## config.mk

```make
export PLATFORM = sky130hd
export DESIGN_NAME = instr_encoder_loader
export DESIGN_NICKNAME = d
export VERILOG_FILES = /design/src/rtl/instr_encoder_loader.sv
export SDC_FILE = /design/constraint.sdc
export NUM_CORES = 1
export LEC_CHECK = 0
export ABC_AREA = 0
export CAP_MARGIN = 5
export CORE_ASPECT_RATIO = 0.75
export CORE_MARGIN = 2
export CORE_UTILIZATION = 55
export DETAILED_ROUTE_END_ITERATION = 10
export DONT_BUFFER_PORTS = 1
export HOLD_SLACK_MARGIN = 0.03
export PLACE_DENSITY = 0.8
export SETUP_SLACK_MARGIN = 0.05
export SLEW_MARGIN = 20
export SYNTH_ARGS = -nofsm -noshare
export SYNTH_HDL_FRONTEND = slang
export SYNTH_SLANG_ARGS = --single-unit
```

## constraint.sdc

```tcl
create_clock -name clk -period 1.85 [get_ports clk]
set_input_delay 0.37 -clock clk [delete_from_list [all_inputs] [get_ports clk]]
set_output_delay 0.37 -clock clk [all_outputs]
set_load 0.1 [all_outputs]
```

## src/rtl/instr_encoder_loader.sv

```systemverilog
// Boot/program loader: encodes RV32I instruction requests into 32-bit words and
// writes them sequentially into instruction memory, one word per accepted request.
module instr_encoder_loader #(
  parameter int unsigned ADDR_W    = 6,
  parameter int unsigned BASE_ADDR = 0
) (
  input  logic              clk,
  input  logic              reset,
  input  logic              start,
  input  logic              finish,
  input  logic              in_valid,
  output logic              in_ready,
  input  logic [2:0]        kind,
  input  logic [2:0]        funct3,
  input  logic              funct7b5,
  input  logic [4:0]        rd,
  input  logic [4:0]        rs1,
  input  logic [4:0]        rs2,
  input  logic [20:0]       imm,
  output logic              mem_we,
  output logic [ADDR_W-1:0] mem_addr,
  output logic [31:0]       mem_wd,
  output logic [ADDR_W:0]   count,
  output logic              busy,
  output logic              full,
  output logic              err
);

  localparam int unsigned CNT_W = ADDR_W + 1;
  localparam logic [ADDR_W-1:0] BASE = ADDR_W'(BASE_ADDR);
  localparam logic [ADDR_W-1:0] LAST_ADDR = '1;

  typedef enum logic [1:0] {
    IDLE,
    RUN,
    FULL
  } loaderState_t;

  loaderState_t state;
  logic [ADDR_W-1:0] ptr;

  // Field packing for each supported format; illegal kinds encode to zero.
  function automatic logic [31:0] encode(
    input logic [2:0]  k,
    input logic [2:0]  f3,
    input logic        f7b5,
    input logic [4:0]  rdIdx,
    input logic [4:0]  rs1Idx,
    input logic [4:0]  rs2Idx,
    input logic [20:0] im
  );
    logic [31:0] word;
    word = 32'd0;
    case (k)
      3'd0: word = {im[11:0], rs1Idx, f3, rdIdx, 7'b0000011};
      3'd1: word = {im[11:5], rs2Idx, rs1Idx, f3, im[4:0], 7'b0100011};
      3'd2: word = {1'b0, f7b5, 5'b00000, rs2Idx, rs1Idx, f3, rdIdx, 7'b0110011};
      3'd3: word = {im[12], im[10:5], rs2Idx, rs1Idx, f3, im[4:1], im[11], 7'b1100011};
      3'd4: begin
        // Shifts carry the arithmetic/logical select in bit 30 instead of an immediate.
        if (f3 == 3'b101) word = {1'b0, f7b5, 5'b00000, im[4:0], rs1Idx, f3, rdIdx, 7'b0010011};
        else              word = {im[11:0], rs1Idx, f3, rdIdx, 7'b0010011};
      end
      3'd5: word = {im[20], im[10:1], im[11], im[19:12], rdIdx, 7'b1101111};
      default: word = 32'd0;
    endcase
    return word;
  endfunction

  always_ff @(posedge clk or posedge reset) begin
    if (reset) begin
      state    <= IDLE;
      ptr      <= BASE;
      mem_we   <= 1'b0;
      mem_addr <= BASE;
      mem_wd   <= 32'd0;
      count    <= '0;
      err      <= 1'b0;
      in_ready <= 1'b0;
      busy     <= 1'b0;
      full     <= 1'b0;
    end else begin
      mem_we <= 1'b0;
      case (state)
        IDLE: begin
          if (start) begin
            state    <= RUN;
            ptr      <= BASE;
            count    <= '0;
            err      <= 1'b0;
            in_ready <= 1'b1;
            busy     <= 1'b1;
          end
        end
        RUN: begin
          // finish wins over a same-cycle accept; that request is dropped.
          if (finish) begin
            state    <= IDLE;
            in_ready <= 1'b0;
            busy     <= 1'b0;
          end else if (in_valid && in_ready) begin
            if (kind > 3'd5) begin
              err <= 1'b1;
            end else begin
              mem_we   <= 1'b1;
              mem_addr <= ptr;
              mem_wd   <= encode(kind, funct3, funct7b5, rd, rs1, rs2, imm);
              count    <= count + CNT_W'(1);
              if (ptr == LAST_ADDR) begin
                state    <= FULL;
                in_ready <= 1'b0;
                busy     <= 1'b0;
                full     <= 1'b1;
              end else begin
                ptr <= ptr + ADDR_W'(1);
              end
            end
          end
        end
        FULL: begin
          if (finish) begin
            state <= IDLE;
            full  <= 1'b0;
          end
        end
        default: begin
          state    <= IDLE;
          in_ready <= 1'b0;
          busy     <= 1'b0;
          full     <= 1'b0;
        end
      endcase
    end
  end

endmodule

```

Word-level counts from Yosys, hierarchy flattened --
Index checks and enable logic that the tools add are counted.
Word-level totals: output and inout port bits 50, flip-flop bits (word level) 57, logic and storage cells 88
Operators by class: order comparisons 1, bitwise operators 4, muxes and demuxes 41, eq/ne operators 20, reduce and logical (&&, ||, !) cells 11, $add $sub $neg 2
Operators with widths (number):
- one-hot mux 32 bit (6 select lines) | 1
- 2-to-1 mux 32 bit | 1
- 2-to-1 mux 6 bit | 5
- 2-to-1 mux 7 bit | 4
- AND reduction 5 bit | 4
- 2-to-1 mux 1 bit | 18
- inequality test 2 bit, second input constant | 8
- one-hot mux 7 bit (2 select lines) | 1
- 2-to-1 mux 2 bit | 6
- one-hot mux 6 bit (2 select lines) | 1
- AND reduction 6 bit | 2
- == test 3 bit, second input constant | 3
- inequality test 3 bit, second input constant | 3
- adder 7 x 1 -> 7 bit, second input constant | 1
- adder 6 x 1 -> 6 bit, second input constant | 1
- == test 3 x 2 -> 1 bit, second input constant | 2
- == test 6 bit, second input constant | 1
- one-hot mux 1 bit (3 select lines) | 2
- one-hot mux 2 bit (3 select lines) | 1
- inverter 1 bit | 4
- AND reduction 4 bit | 1
- == test 3 x 1 -> 1 bit, second input constant | 1
- greater-than comparator 3 bit, second input constant | 1
- zero test 3 bit | 1
- 6 further kinds | 6

Longest topological paths before layout --
Gate-level depths: netlist (run 1).
word-level depth 6, mapped depth 8

Worst setup path after synthesis (run 1) --
OpenSTA, ideal clock, no wires.
kind reg-to-reg, start point register, netlist name busy, end point register count[5], path slack -0.495 ns, stages on the path, launching flop included 5, required time 1.772 ns, data arrival time 2.268 ns, path through dfrtp_1 -> nand4b_2 -> a2111o_1 -> or4_1 -> a21oi_1
RTL lines:
- to (signal assigned) | line 108 | count <= count + CNT_W'(1);
- to (decl) | line 23 | output logic [ADDR_W:0] count,

Worst setup path after layout (run 1) --
start point register state[0], end point register count[5]
Between the ends: longest elaborated chain between the ends 3
RTL lines:
- from (decl) | line 39 | loaderState_t state;
- from (signal assigned) | line 72 | state <= IDLE;
- from (signal assigned) | line 87 | state <= RUN;
- from (signal assigned) | line 98 | state <= IDLE;
- == test 2 x 1 -> 1 bit or zero test 2 bit (tied branches) | line 84 | case (state)
- inequality test 2 bit (no line) or nonzero test 2 bit (tied branches)
- AND reduction 5 bit (no line)
Parallel ways exist; a longest one is shown, timed or not. A chain may end at the register's enable or synchronous reset.

==> metrics.csv, run 1 <==
stage,metric,value,unit
layout,# fillers,342,
global_route,largest net degree at the start of global routing,28,
critical_path,Worst EP required,2.08,ns
place,Setup WS pre-CTS,-0.0107,ns
synthesis,average cell area after synthesis,9.66,um2
status,status,finished clean,
synthesis,post-synthesis cell count,274,
cts,CTS Buffer Depth,2,
cts,CTS tree,done,
synthesis,prevailing post-synth register cell,dfrtp_1,
hold_path,worst hold path type,input pin to register,
timing,final worst setup slack,0.0264,ns
floorplan,Core ar.,0.00455,mm2
power,worst vdd rail ir drop,1.26,mV
timing,Pins Over Slew Limit,0,
drt,detailed-route DRC error count,0,
global_route,initial antenna violation count,0,
floorplan,Die Ht,64.1,um
global_route,vias in the first global route,2118,
critical_path,critical path class,register to register,
layout,Seq. cell area,0.00138,mm2
timing,f_max,548,MHz
floorplan,Total Die Area,0.00539,mm2
layout,diodes inserted,0,
place,placed cell areas,0.00316,mm2
synthesis,"FF+latch count, synth",55,
cts,Clock Root Buffer,clkbuf_8,
global_route,first-pass GRT wire length,10.2,mm
timing,final worst clock skew,0.00567,ns
critical_path,Worst setup SP type,register,
floorplan,Starting Density,58.2,%
timing,part of the cycle the worst path needs,98.6,%
critical_path,CP max FO,8,
global_route,GR Util All Layers,23.6,%
timing,unrepaired setup endpoints after global routing,yes,
timing,Slew HR,63.9,%
place,Placer Congestion,0.823,
cts,CTS H-tree lvls,2,
timing,Worst-Margin Slew,0.546,ns
drt,first-pass iteration count of the detailed router,4,
floorplan,Rows,21,
layout,share of cells above drive strength 1,27.9,%
synthesis,count of different cell masters after synthesis,41,
global_route,grt total ovfl,0,
power,pwr dens,1740,mW/mm2
place,port bufs,0,
drt,Avg Vias per Cell,5.60,
critical_path,"Data arrival, critical path",2.05,ns
drt,routed wire length,6.19,mm
cts,Worst-Skew Late Latency,0.30,ns
drt,Final ANT Viol Nets,0,
cts,cts bufs inserted,5,
flow_run,Max Cap Viol,0,
layout,multi-input logic area,0.00116,mm2
timing,Fin. Hold Viols,0,
power,leakage power,1.65,nW
synthesis,register area share after synthesis,52.0,%
drt,DR WL/cell,16.0,um
power,Overall Power,5.73,mW
layout,area added between synthesis and finish,24.1,%
drt,via count,2166,
synthesis,async set-reset flop share out of synthesis,100,%
synthesis,Yosys top cell by area,dfrtp_1,
cts,Clock Sinks,55,
synthesis,Mapped Area,0.00265,mm2
cts,"Reg clk slew, reported paths",0.09,ns
floorplan,number of I/O pins,98,
timing,setup total negative slack,0,ns
place,Post-DP HPWL,4.71,mm
timing,Final setup viols,0,
synthesis,Ys Warns,0,
critical_path,Crit. End Element,register,
timing,final hold slack,0.129,ns
synthesis,Post-synth EDFFs,0,
timing,Final min period,1.82,ns
floorplan,Die W,84.1,um
layout,fin area,0.00328,mm2
synthesis,Syn Nets,324,
synthesis,area share of the largest cell type after synthesis,52.0,%
drt,1st-iter DRT viols,112,
synthesis,top post-synthesis cells by area,"dfrtp_1 52%, nand2_1 6.9%, mux2i_1 5.3%, o21ai_0 4.9%, nor2_1 3.3%",
layout,Final Net Count,379,
-- per-stage QoR --
stage / instances / util, %
2_1_floorplan: 274 / -
3_3_place_gp: 377 / 69.4
3_5_place_dp: 377 / 69.4
4_1_cts: 387 / 72.0
5_1_grt: 387 / 72.3
6_report: 387 / 72.3
-- registers in the layout, summed over array words and instances (netlist names) --
name / cells
ptr: 6
mem_wd: 30
mem_addr: 6
full: 1
err: 1
count: 7
state: 2
busy: 1
mem_we: 1
-- cells by family (layout without fill, tap and decap cells) --
group,after synthesis,after routing,synth area share (%)
multiplexers,16,16,6.14
AND/OR/NAND/NOR,106,106,18.8
adder cells (fa/ha/maj),2,2,0.945
buffers and inverters,27,83,5.34
AO/OA/AOI/OAI,68,68,16.8
flip-flops,55,55,52.0
-- path summary, 6_finish.rpt --
| check | slack (ns) | depth (start not counted) | start | to |
|---|---|---|---|---|
| hold / removal | 0.13 | 1 | finish | state[1] |
| hold reg to reg | 0.49 | 2 | mem_addr[0] | mem_addr[0] |
| min in group asynchronous | 0.55 | 2 | reset | mem_wd[12] |
| setup / recovery | 0.03 | 5 | state[0] | count[5] |
| max in group asynchronous | 0.69 | 3 | reset | mem_wd[5] |
| setup reg to reg | 0.03 | 5 | state[0] | count[5] |
-- report_power, final --
part	internal (mW)	leakage [nW]	switching, mW	total, mW
registers	1.51	0.706	0.134	1.64
clock network	0.303	0.0482	0.365	0.668
logic	0.654	0.891	2.76	3.42
-- critical path, cell delays in order (launching register included) --
cell and delay [ns]:
dfrtp_1 0.41, buf_6 0.14, nand4b_4 0.12, a2111o_1 0.52, or4_1 0.43, a21oi_1 0.13
-- cell type report --
class | count | area share (%)
inverters | 8 | 0.914
flip-flops and latches | 55 | 42.1
repair buffers | 67 | 16.6
well taps | 57 | 2.17
clock inverters | 1 | 0.152
clock buffers | 7 | 2.63
multi-input cells | 192 | 35.4
-- Yosys cell counts (4+ instances only) --
master / n
buf_2: 8
buf_4: 4
clkbuf_1: 4
a221oi_1: 5
o21ai_0: 26
dfrtp_1: 55
nand3_1: 5
nand2b_1: 4
nand2_1: 49
a21oi_1: 12
nor2b_1: 7
o31ai_1: 6
mux2i_1: 14
a22o_1: 7
inv_1: 7
nor2_1: 23
-- timing repair --
action / CTS / global route
pin swaps: 0 / 0
setup buffers: 1 / 0
gates resized for setup: 2 / 2
hold buffers: 1 / 0
endpoints found under the hold margin: 20 / 0
setup endpoints to repair: 11 / 5
-- routing by layer --
metal	vias to the layer above	GRT usage (%)	routed length [um]
li1	1064	-	-
met1	1029	30.6	2700
met2	69	39.4	2940
met3	4	8.01	510
met4	0	4.23	34
met5	-	0	0
-- cells in the final DEF (no fill, tap or decap), drive strengths merged, types with 7 or more instances in the layout --
cell,instances
dfrtp,55
a22o,7
a21oi,12
nor2,23
nand2,49
buf,66
nor2b,7
mux2i,14
clkbuf,7
inv,8
o21ai,26
Note: power is estimated with default switching activity, not from simulation.
==> run 2: changes to the inputs <==
- REMOVE_ABC_BUFFERS: unset -> 1
==> run 2 against run 1 <==
  * Critical path depth increased by 1
  * Non-clock buffer count unchanged
  * Routed wire length increased by 3.8%
  * Die area unchanged
  * Clock skew decreased by 0.0010 ns
  * Combinational power about the same
  * Largest power group unchanged
  * Highest routed layer unchanged
==> metrics.csv, run 2 (synthesis gave the netlist of run 1 again) <==
stage,metric,value,unit
status,status,finished clean,
floorplan,Total Die Area,0.00539,mm2
timing,part of the cycle the worst path needs,94.4,%
cts,cts bufs inserted,5,
place,Setup WS pre-CTS,-0.138,ns
critical_path,CP dominant cell by count,buf_6,
cts,"Reg clk slew, reported paths",0.09,ns
drt,first-pass iteration count of the detailed router,4,
critical_path,Worst EP required,2.09,ns
critical_path,"slowest stage delay, CP",0.43,ns
critical_path,CP max FO,6,
timing,Final setup viols,0,
floorplan,Starting Density,58.2,%
timing,Worst-Margin Slew,0.548,ns
drt,routed wire length,6.42,mm
flow_run,Max Cap Viol,0,
timing,Slew HR,63.7,%
power,Clk network pwr share,12.9,%
global_route,vias in the first global route,2153,
drt,detailed-route DRC error count,0,
global_route,grt total ovfl,0,
timing,Final min period,1.75,ns
layout,# fillers,358,
layout,"most common cell after layout, fill and taps aside",buf_4,
drt,Final ANT Viol Nets,0,
power,Seq pwr share,28.2,%
hold_path,worst hold path type,input pin to register,
power,pwr dens,1740,mW/mm2
timing,Fin. Hold Viols,0,
global_route,first-pass GRT wire length,10.4,mm
place,placed cell areas,0.00314,mm2
drt,1st-iter DRT viols,108,
place,Placer Congestion,0.868,
critical_path,r2r startpoint,state[0],
critical_path,CP startpoint,state[0],
power,Comb power frac,58.9,%
layout,Top Registers,"mem_wd (30), count (7)",
layout,Final Net Count,379,
timing,unrepaired setup endpoints after global routing,yes,
layout,most frequent cells in the layout,"58 x buf_4, 52 x dfrtp_1, 49 x nand2_1",
layout,Seq. cell area,0.00138,mm2
timing,final worst clock skew,0.00466,ns
drt,Avg Vias per Cell,5.75,
power,Internal,2.57,mW
critical_path,Crit. End Element,register,
power,Sw Share,56.0,%
cts,Worst-Skew Late Latency,0.30,ns
power,worst vdd rail ir drop,1.48,mV
floorplan,Core ar.,0.00455,mm2
timing,Pins Over Slew Limit,0,
power,leakage power,1.67,nW
global_route,GR Util All Layers,24.5,%
cts,CTS H-tree lvls,2,
floorplan,number of I/O pins,98,
cts,CTS Buffer Depth,2,
layout,max reg flops,30,
layout,share of cells above drive strength 1,28.3,%
layout,area added between synthesis and finish,27.1,%
hold_path,hold path startpoint,finish,
critical_path,"critical path, cell by cell",buf_6 -> nand4b_4 -> a2111o_1 -> buf_6 -> or3_1 -> a21oi_2,
global_route,largest net degree at the start of global routing,38,
layout,diodes inserted,0,
critical_path,Worst setup SP type,register,
place,Post-DP HPWL,4.64,mm
critical_path,"Data arrival, critical path",1.98,ns
critical_path,CP max stage cell,a2111o_1,
layout,Top reg by flops,mem_wd,
global_route,initial antenna violation count,0,
drt,DR WL/cell,16.6,um
power,Psw,3.27,mW
floorplan,Rows,21,
timing,setup total negative slack,0,ns
timing,f_max,572,MHz
place,port bufs,0,
layout,final core occ,74.0,%
floorplan,Die W,84.1,um
layout,fin area,0.00337,mm2
cts,CTS tree,done,
layout,multi-input logic area,0.00118,mm2
timing,final worst setup slack,0.103,ns
drt,via count,2220,
cts,Clock Root Buffer,clkbuf_8,
critical_path,critical path class,register to register,
floorplan,Die Ht,64.1,um
cts,Clock Sinks,55,
==> run 2: metal layers <==
layer	GRT usage (%)	part of all wire, %
met1	32.4	43
met2	40.3	50
met3	6.20	5.8
met4	6.85	1.2
met5	0	0
==> run 2: path summary, 6_finish.rpt <==
kind | to | slack (ns) | cells past startpoint
max reg2reg | count[3] | 0.10 | 6
max | count[3] | 0.10 | 6
min in group asynchronous | mem_we | 0.51 | 2
max in group asynchronous | mem_wd[3] | 0.80 | 3
min reg2reg | mem_addr[0] | 0.48 | 2
min | state[1] | 0.13 | 1
==> run 2: worst max-delay path: cells and delay by family, from the launching register on <==
family | cells | cell delay, ns
buffers and inverters | 2 | 0.28
flip-flops | 1 | 0.40
AND/OR/NAND/NOR | 2 | 0.45
AO/OA/AOI/OAI | 2 | 0.55
==> run 2: through the flow <==
stage,hold slack [ns],power [mW],cells
after floorplan,0.433,4.33,255
after global placement,0.265,5.01,374
after detailed placement,0.272,5.08,374
after CTS,0.124,5.86,385
after global routing,0.107,6.08,386
final,0.127,5.84,386
==> run 2: cell type report <==
cell class / instances / area share [%]
timing repair buffer: 67 / 17.8
tap: 57 / 2.12
clock buffer: 6 / 2.16
clock inverter: 1 / 0.892
inverter: 8 / 0.892
sequential: 55 / 41.0
multi-input combinational: 192 / 35.1
==> run 2: what timing repair did <==
| action | 4_1_cts | 5_1_grt |
|---|---|---|
| gates resized for setup | 9 | 5 |
| pin swaps | 9 | 3 |
| setup endpoints to repair | 20 | 8 |
| buffers inserted | 2 | 1 |
| hold buffers | 1 | 0 |
| hold endpoints to repair | 18 | 0 |
| cloned | 1 | 0 |
==> run 2: power groups by stage <==
stage	Clock [mW]	Combinational [mW]	Sequential (mW)
5_1_grt	0.828	3.56	1.68
4_1_cts	0.766	3.44	1.65
2_1_floorplan	0	0.383	3.95
3_5_place_dp	0	3.41	1.67
6_report	0.754	3.44	1.65
3_3_place_gp	0	3.37	1.65
